### config.mk
export PLATFORM = sky130hd
export DESIGN_NAME = imem_loader_flat
export DESIGN_NICKNAME = d
export VERILOG_FILES = /design/src/rtl/imem_loader_pkg.sv /design/src/rtl/imem_loader_if.sv /design/src/rtl/imem_loader_instr_pack.sv /design/src/rtl/imem_loader.sv /design/src/flat_wrapper.sv
export SDC_FILE = /design/constraint.sdc
export NUM_CORES = 1
export LEC_CHECK = 0
export ABC_AREA = 1
export CAP_MARGIN = 20
export CORE_ASPECT_RATIO = 1.2
export CORE_UTILIZATION = 43
export CTS_BUF_LIST = sky130_fd_sc_hd__clkbuf_8
export CTS_CLUSTER_SIZE = 20
export DETAILED_ROUTE_END_ITERATION = 10
export GPL_TIMING_DRIVEN = 0
export HOLD_SLACK_MARGIN = 0.06
export PLACE_DENSITY_LB_ADDON = 0.08
export SLEW_MARGIN = 20
export SYNTH_ARGS = -nofsm -noshare
export SYNTH_HDL_FRONTEND = slang
export SYNTH_SLANG_ARGS = --single-unit
### constraint.sdc
create_clock -name clk -period 2 [get_ports clk]
set_input_delay 0.2 -clock clk [delete_from_list [all_inputs] [get_ports clk]]
set_output_delay 0.2 -clock clk [all_outputs]
set_load 0.02 [all_outputs]
### src/rtl/imem_loader_pkg.sv
// ============================================================================
// Module   : imem_loader_pkg
// Purpose  : Shared kinds, opcodes, funct codes and FSM states for imem_loader.
// Revision : 1.0 - initial release
// ============================================================================
`default_nettype none

package imem_loader_pkg;

   typedef enum logic [2:0] {
      KIND_RTYPE = 3'd0,
      KIND_ADDI  = 3'd1,
      KIND_LW    = 3'd2,
      KIND_SW    = 3'd3,
      KIND_J     = 3'd4,
      KIND_BEQ   = 3'd5,
      KIND_IMM12 = 3'd6,
      KIND_IMM48 = 3'd7
   } kind_t;

   localparam logic [5:0] c_op_rtype = 6'b000000;
   localparam logic [5:0] c_op_addi  = 6'b001000;
   localparam logic [5:0] c_op_lw    = 6'b100011;
   localparam logic [5:0] c_op_sw    = 6'b101011;
   localparam logic [5:0] c_op_j     = 6'b000010;
   localparam logic [5:0] c_op_beq   = 6'b000100;
   localparam logic [5:0] c_op_imm12 = 6'b001100;
   localparam logic [5:0] c_op_imm48 = 6'b110000;

   localparam logic [5:0] c_funct_add = 6'd32;
   localparam logic [5:0] c_funct_sub = 6'd34;
   localparam logic [5:0] c_funct_and = 6'd36;
   localparam logic [5:0] c_funct_or  = 6'd37;
   localparam logic [5:0] c_funct_slt = 6'd42;

   typedef enum logic [1:0] {
      ST_IDLE = 2'd0,
      ST_LOAD = 2'd1,
      ST_DONE = 2'd2
   } state_t;

   // R-type functions the core's ALU decoder actually implements
   function automatic logic funct_legal(input logic [5:0] funct);
      return (funct == c_funct_add) || (funct == c_funct_sub) ||
             (funct == c_funct_and) || (funct == c_funct_or)  ||
             (funct == c_funct_slt);
   endfunction

endpackage

`default_nettype wire

### src/rtl/imem_loader_if.sv
// ============================================================================
// Module   : imem_loader_if
// Purpose  : Request handshake and instruction-memory write port bundle.
// Revision : 1.0 - initial release
// ============================================================================
`default_nettype none

interface imem_loader_if
   import imem_loader_pkg::*;
#(
   parameter int ADDR_W = 8
);
   logic              in_valid;
   logic              in_ready;
   kind_t             in_kind;
   logic [4:0]        in_rs;
   logic [4:0]        in_rt;
   logic [4:0]        in_rd;
   logic [5:0]        in_funct;
   logic [15:0]       in_imm;
   logic [25:0]       in_target;
   logic              imem_we;
   logic [ADDR_W-1:0] imem_addr;
   logic [31:0]       imem_wdata;

   modport master (
      output in_valid, in_kind, in_rs, in_rt, in_rd, in_funct, in_imm, in_target,
      input  in_ready, imem_we, imem_addr, imem_wdata
   );

   modport slave (
      input  in_valid, in_kind, in_rs, in_rt, in_rd, in_funct, in_imm, in_target,
      output in_ready, imem_we, imem_addr, imem_wdata
   );
endinterface

`default_nettype wire

### src/rtl/imem_loader_instr_pack.sv
// ============================================================================
// Module   : instr_pack
// Purpose  : Combinational packer from decoded request fields to a MIPS word.
// Revision : 1.0 - initial release
// ============================================================================
`default_nettype none

module instr_pack
   import imem_loader_pkg::*;
(
   input  kind_t       kind,
   input  logic [4:0]  rs,
   input  logic [4:0]  rt,
   input  logic [4:0]  rd,
   input  logic [5:0]  funct,
   input  logic [15:0] imm,
   input  logic [25:0] target,
   output logic [31:0] word
);
   logic [5:0] w_op;

   always_comb begin
      w_op = c_op_rtype;
      case (kind)
         KIND_RTYPE: w_op = c_op_rtype;
         KIND_ADDI:  w_op = c_op_addi;
         KIND_LW:    w_op = c_op_lw;
         KIND_SW:    w_op = c_op_sw;
         KIND_J:     w_op = c_op_j;
         KIND_BEQ:   w_op = c_op_beq;
         KIND_IMM12: w_op = c_op_imm12;
         KIND_IMM48: w_op = c_op_imm48;
         default:    w_op = c_op_rtype;
      endcase

      word = {w_op, rs, rt, imm};
      if (kind == KIND_RTYPE) begin
         word = {w_op, rs, rt, rd, 5'b0, funct};
      end else if (kind == KIND_J) begin
         word = {w_op, target};
      end
   end
endmodule

`default_nettype wire

### src/rtl/imem_loader.sv
// ============================================================================
// Module   : imem_loader
// Purpose  : Session FSM that packs requests and writes them to sequential
//            instruction-memory words. IMEM_LOADER_CHECK_EN drops illegal
//            R-type functs and raises the sticky illegal flag.
// Revision : 1.0 - initial release
// ============================================================================
`default_nettype none

module imem_loader
   import imem_loader_pkg::*;
#(
   parameter int ADDR_W     = 8,
   parameter int START_ADDR = 0
)(
   input  logic            clk,
   input  logic            reset,
   input  logic            start,
   input  logic            finish,
   imem_loader_if.slave    bus,
   output logic            busy,
   output logic            done,
   output logic [ADDR_W:0] count,
   output logic            overflow,
   output logic            illegal
);
   localparam logic [ADDR_W:0]   c_capacity = {1'b1, {ADDR_W{1'b0}}};
   localparam logic [ADDR_W-1:0] c_start    = ADDR_W'(START_ADDR);

   state_t            r_state;
   state_t            w_state_next;
   logic [ADDR_W:0]   r_count;
   logic              r_we;
   logic [ADDR_W-1:0] r_addr;
   logic [31:0]       r_wdata;
   logic              r_overflow;
   logic              w_full;
   logic              w_ready;
   logic              w_accept;
   logic              w_legal;
   logic [31:0]       w_word;

   instr_pack u_pack (
      .kind   (bus.in_kind),
      .rs     (bus.in_rs),
      .rt     (bus.in_rt),
      .rd     (bus.in_rd),
      .funct  (bus.in_funct),
      .imm    (bus.in_imm),
      .target (bus.in_target),
      .word   (w_word)
   );

   assign w_full   = (r_count == c_capacity);
   assign w_accept = bus.in_valid && w_ready;

`ifdef IMEM_LOADER_CHECK_EN
   logic r_illegal;
   assign w_legal = (bus.in_kind != KIND_RTYPE) || funct_legal(bus.in_funct);
   assign illegal = r_illegal;
`else
   assign w_legal = 1'b1;
   assign illegal = 1'b0;
`endif

   always_comb begin
      w_state_next = r_state;
      w_ready      = 1'b0;
      case (r_state)
         ST_IDLE: if (start) w_state_next = ST_LOAD;
         ST_LOAD: begin
            // start takes priority so a restart never accepts a word
            w_ready = !w_full && !start;
            if (start)       w_state_next = ST_LOAD;
            else if (finish) w_state_next = ST_DONE;
         end
         ST_DONE: if (start) w_state_next = ST_LOAD;
         default: w_state_next = ST_IDLE;
      endcase
   end

   always_ff @(posedge clk) begin
      if (reset) r_state <= ST_IDLE;
      else       r_state <= w_state_next;
   end

   always_ff @(posedge clk) begin
      if (reset) begin
         r_count    <= '0;
         r_we       <= 1'b0;
         r_addr     <= '0;
         r_wdata    <= '0;
         r_overflow <= 1'b0;
`ifdef IMEM_LOADER_CHECK_EN
         r_illegal  <= 1'b0;
`endif
      end else begin
         r_we <= 1'b0;
         if (start) begin
            r_count    <= '0;
            r_overflow <= 1'b0;
`ifdef IMEM_LOADER_CHECK_EN
            r_illegal  <= 1'b0;
`endif
         end else if (r_state == ST_LOAD) begin
            if (w_accept && w_legal) begin
               r_we    <= 1'b1;
               r_addr  <= c_start + r_count[ADDR_W-1:0];
               r_wdata <= w_word;
               r_count <= r_count + 1'b1;
            end
`ifdef IMEM_LOADER_CHECK_EN
            if (w_accept && !w_legal) r_illegal <= 1'b1;
`endif
            if (w_full && bus.in_valid) r_overflow <= 1'b1;
         end
      end
   end

   assign bus.in_ready   = w_ready;
   assign bus.imem_we    = r_we;
   assign bus.imem_addr  = r_addr;
   assign bus.imem_wdata = r_wdata;
   assign busy           = (r_state == ST_LOAD);
   assign done           = (r_state == ST_DONE);
   assign count          = r_count;
   assign overflow       = r_overflow;
endmodule

`default_nettype wire

### src/flat_wrapper.sv
// flat-port wrapper written by rule: the top's interface ports become plain ports
module imem_loader_flat import imem_loader_pkg::*;
#(
   parameter int ADDR_W     = 8,
   parameter int START_ADDR = 0
)
  (clk, reset, start, finish, busy, done, count, overflow, illegal, bus_in_valid, bus_in_kind, bus_in_rs, bus_in_rt, bus_in_rd, bus_in_funct, bus_in_imm, bus_in_target, bus_in_ready, bus_imem_we, bus_imem_addr, bus_imem_wdata);
  imem_loader_if #(.ADDR_W(ADDR_W)) bus_i ();
  input  logic clk;
  input  logic reset;
  input  logic start;
  input  logic finish;
  output logic busy;
  output logic done;
  output logic [ADDR_W:0] count;
  output logic overflow;
  output logic illegal;
  input wire logic [$bits(bus_i.in_valid)-1:0] bus_in_valid;
  input wire logic [$bits(bus_i.in_kind)-1:0] bus_in_kind;
  input wire logic [$bits(bus_i.in_rs)-1:0] bus_in_rs;
  input wire logic [$bits(bus_i.in_rt)-1:0] bus_in_rt;
  input wire logic [$bits(bus_i.in_rd)-1:0] bus_in_rd;
  input wire logic [$bits(bus_i.in_funct)-1:0] bus_in_funct;
  input wire logic [$bits(bus_i.in_imm)-1:0] bus_in_imm;
  input wire logic [$bits(bus_i.in_target)-1:0] bus_in_target;
  output wire logic [$bits(bus_i.in_ready)-1:0] bus_in_ready;
  output wire logic [$bits(bus_i.imem_we)-1:0] bus_imem_we;
  output wire logic [$bits(bus_i.imem_addr)-1:0] bus_imem_addr;
  output wire logic [$bits(bus_i.imem_wdata)-1:0] bus_imem_wdata;
  assign bus_i.in_valid = bus_in_valid;
  assign bus_i.in_kind = bus_in_kind;
  assign bus_i.in_rs = bus_in_rs;
  assign bus_i.in_rt = bus_in_rt;
  assign bus_i.in_rd = bus_in_rd;
  assign bus_i.in_funct = bus_in_funct;
  assign bus_i.in_imm = bus_in_imm;
  assign bus_i.in_target = bus_in_target;
  assign bus_in_ready = bus_i.in_ready;
  assign bus_imem_we = bus_i.imem_we;
  assign bus_imem_addr = bus_i.imem_addr;
  assign bus_imem_wdata = bus_i.imem_wdata;
  imem_loader #(.ADDR_W(ADDR_W), .START_ADDR(START_ADDR)) u_core (.clk(clk), .reset(reset), .start(start), .finish(finish), .bus(bus_i), .busy(busy), .done(done), .count(count), .overflow(overflow), .illegal(illegal));
endmodule
Yosys cells after proc, flatten, opt, wreduce, memory -nomap -nowiden
Memories as Yosys holds them, arrays and structs flattened. A register that Yosys moved wholly into a read port is not among the register bits.
Cells that the tools add are included.
Cells by class
  bitwise logic cells: 2
  $add $sub $neg: 1
  equal/unequal tests: 6
  reductions and logical operators: 14
  mux-type cells: 8
Operators with widths (number)
  26-bit two-way mux: 2
  9-bit by 1-bit adder with 9-bit output (second input constant): 1
  9-bit equality test (second input constant): 1
  2-bit two-way mux: 3
  2-bit AND reduction: 3
  2-bit case mux with 2 select lines: 1
  2-bit OR reduction: 2
  3-bit equality test (second input constant): 1
  1-bit logical AND: 3
  3-bit logical NOT: 1
  3-bit != test (second input constant): 1
  3-bit AND reduction: 1
  3-bit OR reduction: 1
  2-bit by 1-bit equality test with 1-bit output (second input constant): 1
  2-bit equality test (second input constant): 1
  1-bit logical NOT: 2
  2-bit logical NOT: 1
  1-bit two-way mux: 2
  2-bit by 1-bit != test with 1-bit output (second input constant): 1
  1-bit inverter: 2
Storage, ports and cells
  register bits after elaboration: 53
  memories kept: 1
  bits in read-only memories: 48
  output and inout bits: 55
  input bits: 71
  word-level logic and storage cells: 38
Memories
  (name not given): words 8, width 6, read ports 1, clocked after memory_dff 1, wr ports 0, RTL line imem_loader_instr_pack.sv:24  | case (kind)

Logic depth before layout (Yosys ltp)
Gate-level depths: netlist (run 1).
  depth after elaboration: 6
  depth in mapped cells: 10
  depth with buffers taken out: 10

Cells and area by module
Synthesis (run 1) repeated with hierarchy kept, for this count alone.
Unflattened totals
  cells, all modules: 417
  area total of the unflattened synthesis: 3039.2 µm²
By module, submodules not included
  imem_loader: area an instance 2431.1 µm², instances 1, cells an instance 299, seq. area each 1061.0 µm²
  instr_pack: area an instance 608.1 µm², instances 1, cells an instance 118, seq. area each 0.0 µm²

Least setup slack after synthesis (run 1)
No wires, ideal clock.
  kind: flip-flop to flip-flop
  from: register u_core.r_count[0] (netlist: u_core.count[0])
  to: register u_core.r_wdata[12] (netlist: u_core.bus.imem_wdata[12])
  data required time: 1931 ps
  period minus slack after synthesis: 1631 ps
  data arrival time: 1561 ps
  stages on the path, launching flop included: 11
  setup slack: 369 ps
  cell sequence: dfxtp_1 inv_1 ha_1 nand2_1 inv_1 nand2_1 nor2_1 nor2_4 buf_6 nand3_1 a21oi_2
On the way
  longest elaborated chain between the ends: 6
Ends and longest elaborated chain
  start, declared: RTL line imem_loader.sv:32  | logic [ADDR_W:0] r_count;
  start signal, assigned: RTL line imem_loader.sv:110  | r_count <= r_count + 1'b1;
  9-bit equality test: RTL line imem_loader.sv:54  | assign w_full = (r_count == c_capacity);
  1-bit logical NOT: RTL line imem_loader.sv:73  | w_ready = !w_full && !start;
  1-bit logical AND: RTL line imem_loader.sv:73
  1-bit two-way mux: RTL line imem_loader.sv:69  | case (r_state)
  via bus_in_ready: RTL line flat_wrapper.sv:26  | output wire logic [$bits(bus_i.in_ready)-1:0] bus_in_ready;
  1-bit logical AND: RTL line imem_loader.sv:55  | assign w_accept = bus.in_valid && w_ready;
  3-bit AND reduction (no source line)
  end signal, assigned: RTL line imem_loader.sv:109  | r_wdata <= w_word;
  end, declared: RTL line imem_loader.sv:35  | logic [31:0] r_wdata;
The timed path passes the listed nets, and every way through them passes these cells.
A chain may end at the register's enable or synchronous reset.

Final worst setup path (run 1)
  from: register u_core.r_count[0] (netlist: u_core.count[0])
  to: output bus_in_ready
On the way
  longest elaborated chain between the ends: 4
Ends and longest elaborated chain (RTL line)
  9-bit equality test: imem_loader.sv:54
  1-bit logical NOT: imem_loader.sv:73
  1-bit logical AND: imem_loader.sv:73
  1-bit two-way mux: imem_loader.sv:69
  end, declared: flat_wrapper.sv:26
Every way passes these cells.

==> results.md, run 1 <==
* Synthesis-to-layout area growth at 50.87%
* Final min period at 1.875 ns
* Reg2reg end: u_core.bus.imem_wdata[0]
* Vias at 3195
* Most numerous cell in the Yosys netlist: nand2_1
* CTS H-tree depth at 2
* CTS sink count at 53
* Worst rel slew slack at 60.54%
* Internal power at 0.001560 W
* DR iter-0 viols at 199
* I/O pin cnt at 126
* CP startpoint: u_core.count[0]
* P_sw at 0.0005637 W
* Max Freq at 533.3 MHz
* # DRC at 0
* Nets at 620
* Netlist cell types at 28
* Antenna Violating Nets Remaining at 0
* Maxcap violations at 0
* Reg2Reg Setup Slack at 0.30 ns
* CP max stage delay at 0.38 ns
* Synth Flop Type: dfxtp_1
* Clock buffer depth at 2
* RSZ-0062 raised after global routing: no
* #FFs+latches synth at 53
* Worst-path fanout max at 10
* Register area share after synthesis at 37.81%
* WL/cell at 13.46 um
* Worst hold start: reset
* CP Data Required Time at 1.80 ns
* Peak supply drop at 0.3627 mV
* Vias in the first global route at 3080
* Synth top area share at 37.81%
* IO Port Bufs at 122
* Dominant cells by area after synthesis: dfxtp_1 (38%), nand2_1 (19%), nand3_1 (12%)
* Hold Path Class: in -> reg
* Initial antenna violation count at 0
* Fin. max-slew vios at 0
* CTS hold repair buffers at 0
* Total Routing Usage GR at 25.93%
* Drt pass-1 iters at 4
* R2R Path Start: u_core.count[0]
* Num rows at 31
* Status: finished, final reports clean
* Cts bufs inserted at 5
* Critical path, cell by cell: inv_1, ha_1, nand2_1, inv_1, nand2_1, nor2_2, nor2_4, buf_8, buf_2
* CTS tree: built
* Worst slew pin tran at 0.5919 ns
* R2R depth at 11
* Sequential Power Share at 51.0%
* Clock transition at path regs at 0.09 ns
* End point of the critical path: bus_in_ready
* Number of diodes at 0
* Clock root cell: clkbuf_8
* P_leak at 1.630 nW
* Clock Skew at 0.008467 ns
* Pwr Density at 501.6 nW/um2
* Mean Syn Cell Area at 6.779 um2
* Final Util at 68.65%
* Critical Path Start Type: flip-flop
* DRT Wirelength at 8423 um
* Die area at 6855 um2
* Top delay family on crit path: buffers and inverters
* Synthesized instance count at 414
* First-pass GRT wire length at 13990 um
* Setup crit end kind: output port
* Net Sw Frac at 26.54%
* Final estimated routing congestion in global placement at 0.8687
* DP HPWL at 6324 um
* Post-synth EDFFs at 0
* Grt total ovfl at 0
* Critical setup path kind: reg -> out
* Final period util at 93.75%
* Chip width at 75.75 um
* Layout cells sized above 1 at 8.824%
* Chip Height at 90.50 um
* Clock network fraction of total power at 29.5%
* Final Hold Fails at 0
* Starting Density at 45.51%
* Number of synthesis warnings at 0
* Setup_tns at 0 ns
* CP max-delay cell: dfxtp_4
* Largest net degree at the start of global routing at 16
* Syn_nets at 490
* Post-synth top area cell: dfxtp_1
* Core area at 6167 um2
* Post-synthesis cell area at 2806 um2
* Routed vias/inst at 5.104
* Post-synth top cells: nand2_1 (145), nand3_1 (65), dfxtp_1 (53), a21oi_1 (42), inv_1 (21)
* CP Data Arrival Time at 1.68 ns
* Combinational share of power at 19.5%
* Async SR Flop Fraction at 0%
* CP Depth at 9
* CP bufs+invs at 4
* Clk_lat worst skew at 0.31 ns
* Setup violators final at 0
-- registers in the layout (all words and copies together), names as in the netlist --
signal                 count
u_core.bus.imem_wdata     32
u_core.overflow            1
u_core.r_state             2
u_core.bus.imem_we         1
u_core.bus.imem_addr       8
u_core.count               9
-- worst reg2reg max path: stages (launching register included) --
cell and delay, ns:
dfxtp_4 0.38, inv_1 0.07, ha_1 0.20, nand2_1 0.08, inv_1 0.04, nand2_1 0.06
nor2_2 0.06, nor2_4 0.15, buf_4 0.20, buf_6 0.16, nand3_1 0.07, a21oi_1 0.15
-- how the worst min path moves through the flow --
| stage | cells after the start | to | slack [ns] |
|---|---|---|---|
| floorplan | 2 | u_core.r_state[1] | 0.36 |
| global placement | 2 | u_core.overflow | 0.45 |
| detailed placement | 2 | u_core.bus.imem_wdata[23] | 0.45 |
| CTS | 2 | u_core.r_state[0] | 0.30 |
| global route | 2 | u_core.r_state[0] | 0.30 |
| finish | 2 | u_core.r_state[0] | 0.29 |
-- power by group through the flow --
stage	combinational, W	clock, W	sequential [W]
global placement	0.000408	0	0.00111
finish	0.000414	0.000627	0.00108
CTS	0.000415	0.000632	0.00108
global route	0.000453	0.000679	0.00109
floorplan	0.000174	0	0.00113
detailed placement	0.000412	0	0.00111
-- cell usage in the layout (no fill, tap or decap), types with 2 or more instances in the layout --
cell,Yosys,final
inv_1,21,21
buf_6,4,3
dfxtp_1,53,51
ha_1,5,5
a21oi_2,6,6
clkbuf_1,13,13
buf_4,7,8
nand4_1,5,5
xor2_1,2,2
nand3_2,7,7
inv_2,3,3
nor2_1,17,16
a21oi_1,42,42
buf_2,4,5
o21ai_0,2,2
nand2_1,145,145
nand3_1,65,65
clkdlybuf4s50_1,0,121
clkbuf_8,0,6
o21bai_1,2,2
a211oi_1,2,2
-- per-stage QoR --
stage	power [W]	instance area, um2	hold WS (ns)	instances	worst slack [ns]
final	0.002124	4234	0.2909	626	0.1249
after global routing	0.002218	4234	0.2979	626	0.002156
after CTS	0.002131	4234	0.3035	626	0.007450
after detailed placement	0.001520	4130	0.4545	618	-0.2115
after global placement	0.001515	4130	0.4479	618	-0.2066
after floorplan	0.001300	2806	0.3582	414	0.3693
-- final cells by class --
class                           count  area, um2
Fill cell                         582       1933
Multi-Input combinational cell    306       1479
Timing Repair Buffer              123       1224
Sequential cell                    53       1066
Buffer                             30      178.9
Tap cell                           82      102.6
Inverter                           25      93.84
Clock buffer                        6      82.58
Clock inverter                      1      7.507
-- layer usage --
| layer | global-route usage [%] | share of wire (%) |
|---|---|---|
| met1 | 30.73 | 42 |
| met3 | 5.804 | 5.5 |
| met4 | 8.025 | 2.1 |
| met2 | 44.91 | 50 |
| met5 | 0 | 0 |
-- logic make-up (layout without fill, tap and decap cells) --
logic type      after synthesis  after routing  synth area share, %
other cells                   1              1               0.1336
compound gates               55             55                11.01
xor+xnor                      2              2               0.6243
flops                        53             53                37.81
simple gates                243            243                38.61
fa+ha+maj                     5              5                2.229
buf+inv                      55            185                9.585
-- what timing repair did --
action / in CTS / in global routing
pin swaps: 1 / 0
resized for setup: 6 / 3
hold endpoints to repair: 0 / 0
cloned: 0 / 0
setup endpoints to repair: 1 / 1
buffers inserted: 1 / 0
No activity file was read; power rests on OpenSTA's default activity.
==> inputs of run 2 (changes only) <==
Settings changed: PLACE_DENSITY from default to 0.79, PLACE_DENSITY_LB_ADDON 0.08 to default.
Clock period 2 ns to 1.9 ns, I/O delays scaled along.
==> run 2 against run 1 <==
  * Die area stayed put
  * Clock power hardly changed
  * First-iteration DRC count is 8.5% lower
  * Largest cell class unchanged
  * Non-clock buffer count is 1 higher
  * Final cell count is 0.32% higher
  * Critical path depth is 1 higher
  * Setup slack better by 0.00062 ns
  * Final area is 0.38% higher
  * Core utilization is 0.26 points higher
==> results.md, run 2 (synthesis results as in run 1) <==
* Drt pass-1 iters at 4 (unchanged)
* Max Freq at 563.6 MHz
* CTS H-tree depth at 2 (unchanged)
* Worst slew pin tran at 0.6133 ns (+0.02138 ns)
* Peak supply drop at 0.2567 mV (-29%)
* Largest net degree at the start of global routing at 17 (+1)
* RSZ-0062 raised after global routing: yes
* IO Port Bufs at 122 (unchanged)
* DRT Wirelength at 8221 um (-2.4%)
* Clock transition at path regs at 0.10 ns (about the same)
* Critical path, cell by cell: clkdlybuf4s50_1, inv_1, ha_1, nand2_1, clkinv_1, buf_2, nand2_1, nand3_1, nand3_1, a21oi_2
* Dpl ws at -0.3063 ns (-0.09482 ns)
* Initial antenna violation count at 0 (unchanged)
* CP Data Required Time at 2.08 ns (+0.28 ns)
* First-pass GRT wire length at 13480 um (-3.7%)
* Largest register FFs at 32 (unchanged)
* Commonest non-fill, non-tap cell in the layout: nand2_1
* Critical Path Start Type: primary input
* Final estimated routing congestion in global placement at 0.8609 (-0.90%)
* Chip Height at 90.50 um (unchanged)
* P_leak at 1.639 nW (+0.55%)
* Antenna Violating Nets Remaining at 0 (unchanged)
* Vias in the first global route at 3096 (+0.52%)
* I/O pin cnt at 126 (unchanged)
* CP max stage delay at 0.48 ns (+0.10 ns)
* Filler cells at 535 (-8.1%)
* Final min period at 1.774 ns
* Synthesis-to-layout area growth at 51.45%
* Reg2Reg Setup Slack at 0.22 ns (-0.08 ns)
* Critical setup path kind: in -> reg
* Setup violators final at 0 (unchanged)
* Final setup margin at 0.1255 ns (+0.0006230 ns)
* Clock network fraction of total power at 28.6% (-0.9 points)
* Fin. max-slew vios at 0 (unchanged)
* Status: finished, final reports clean
* Internal power at 0.001609 W (+3.1%)
* R2R Path Start: u_core.count[0]
* R2R depth at 11 (unchanged)
* CTS tree: built
* CP bufs+invs at 4 (unchanged)
* Num rows at 31 (unchanged)
* CP Data Arrival Time at 1.95 ns (+0.27 ns)
* Clock buffer depth at 2 (unchanged)
* Worst rel slew slack at 59.11% (-1.4 points)
* Chip width at 75.75 um (unchanged)
* Reg2reg end: u_core.bus.imem_wdata[3]
* Final period util at 93.39%
* FF+latch area at 1069 um2 (+0.23%)
* CP max-delay cell: clkdlybuf4s50_1
* Combinational share of power at 19.8% (+0.3 points)
* Area of the multi-input gates at 1486 um2 (+0.51%)
* Worst hold start: reset
* Grt total ovfl at 0 (unchanged)
* Number of diodes at 0 (unchanged)
* Vias at 3174 (-0.66%)
* Hold Path Class: in -> reg
* Sequential Power Share at 51.6% (+0.6 points)
* DP HPWL at 6326 um (about the same)
* Nets at 621 (+0.16%)
* DR iter-0 viols at 182 (-8.5%)
* Maxcap violations at 0 (unchanged)
* Final Power at 0.002205 W (+3.8%)
* CTS sink count at 53 (unchanged)
* Setup crit end kind: flip-flop
* Clock root cell: clkbuf_8
* Core area at 6167 um2 (unchanged)
* Clock Skew at 0.006471 ns (-0.001997 ns)
* # DRC at 0 (unchanged)
* Routed vias/inst at 5.054 (-0.97%)
* Final Hold Fails at 0 (unchanged)
* Cts bufs inserted at 5 (unchanged)
* Most frequent cells in the layout: nand2_1 (144), clkdlybuf4s50_1 (121), nand3_1 (65)
* Hold EP: u_core.r_state[0]
* Pwr Density at 518.9 nW/um2 (+3.4%)
* Top delay family on crit path: buffers and inverters
* Hold path cells at 2 (unchanged)
* Starting Density at 45.51% (unchanged)
* Layout cells sized above 1 at 9.524% (+0.70 points)
* P_sw at 0.0005965 W (+5.8%)
* Total Routing Usage GR at 25.20% (-0.73 points)
* Clk_lat worst skew at 0.30 ns (about the same)
* WL/cell at 13.09 um (-2.7%)
* Worst-path fanout max at 10 (unchanged)
* Net Sw Frac at 27.05% (+0.50 points)
* Die area at 6855 um2 (unchanged)
==> run 2: cell types whose count changed in the layout (fill, tap and decap cells not counted), sizes merged <==
cell    previous run  this run
buf               18        21
clkbuf            20        17
clkinv             1         3
==> run 2: how the worst max path moves through the flow <==
| stage | startpoint | endpoint | slack, ns | cells after the start |
|---|---|---|---|---|
| 2_1_floorplan | u_core.count[0] | u_core.bus.imem_wdata[12] | 0.27 | 10 |
| 3_3_place_gp | u_core.count[0] | bus_in_ready | -0.27 | 9 |
| 3_5_place_dp | u_core.count[0] | bus_in_ready | -0.31 | 9 |
| 4_1_cts | u_core.count[0] | bus_in_ready | 0.08 | 9 |
| 5_1_grt | bus_in_kind[1] | u_core.bus.imem_wdata[5] | -0.03 | 10 |
| 6_report | bus_in_kind[0] | u_core.bus.imem_wdata[12] | 0.13 | 10 |
==> run 2: cell type report <==
cell class,count,share of cell area [%]
buffer,29,4.033
clock buffer,5,1.619
clock inverter,3,0.4121
inverter,25,2.208
multi-input combinational,306,34.97
sequential,53,25.14
tap,82,2.414
timing repair buffer,125,29.20
==> run 2: per-stage QoR <==
step	instances	area [um2]	utilization, %	hold WS, ns	TNS (ns)
finish	628	4250	68.92	0.2714	0
global route	628	4250	68.92	0.2946	-0.1709
CTS	628	4232	68.61	0.2877	0
detailed placement	618	4130	66.97	0.4556	-3.464
global placement	618	4130	66.97	0.4483	-2.520
floorplan	414	2806	-	0.3482	0
==> run 2: what timing repair did <==
action / CTS / global route
pin swaps: 1 / 1
resized for setup: 7 / 6
gates cloned: 0 / 0
hold buffers: 0 / 0
setup buffers: 2 / 1
setup endpoints to repair: 1 / 17
==> run 2: per-layer routing <==
layer	GRT usage (%)	vias to the layer above	routed length (um)
met5	0	-	0
met4	9.877	0	221
met3	7.143	18	530
met2	43.66	101	4104
met1	27.99	1453	3364
li1	-	1602	-
==> run 2: power groups by stage <==
| stage | clock network (W) | registers [W] | logic [W] |
|---|---|---|---|
| floorplan | 0 | 0.00119 | 0.000183 |
| global placement | 0 | 0.00117 | 0.000428 |
| detailed placement | 0 | 0.00117 | 0.000434 |
| CTS | 0.000640 | 0.00114 | 0.000438 |
| global route | 0.000680 | 0.00114 | 0.000476 |
| finish | 0.000630 | 0.00114 | 0.000437 |
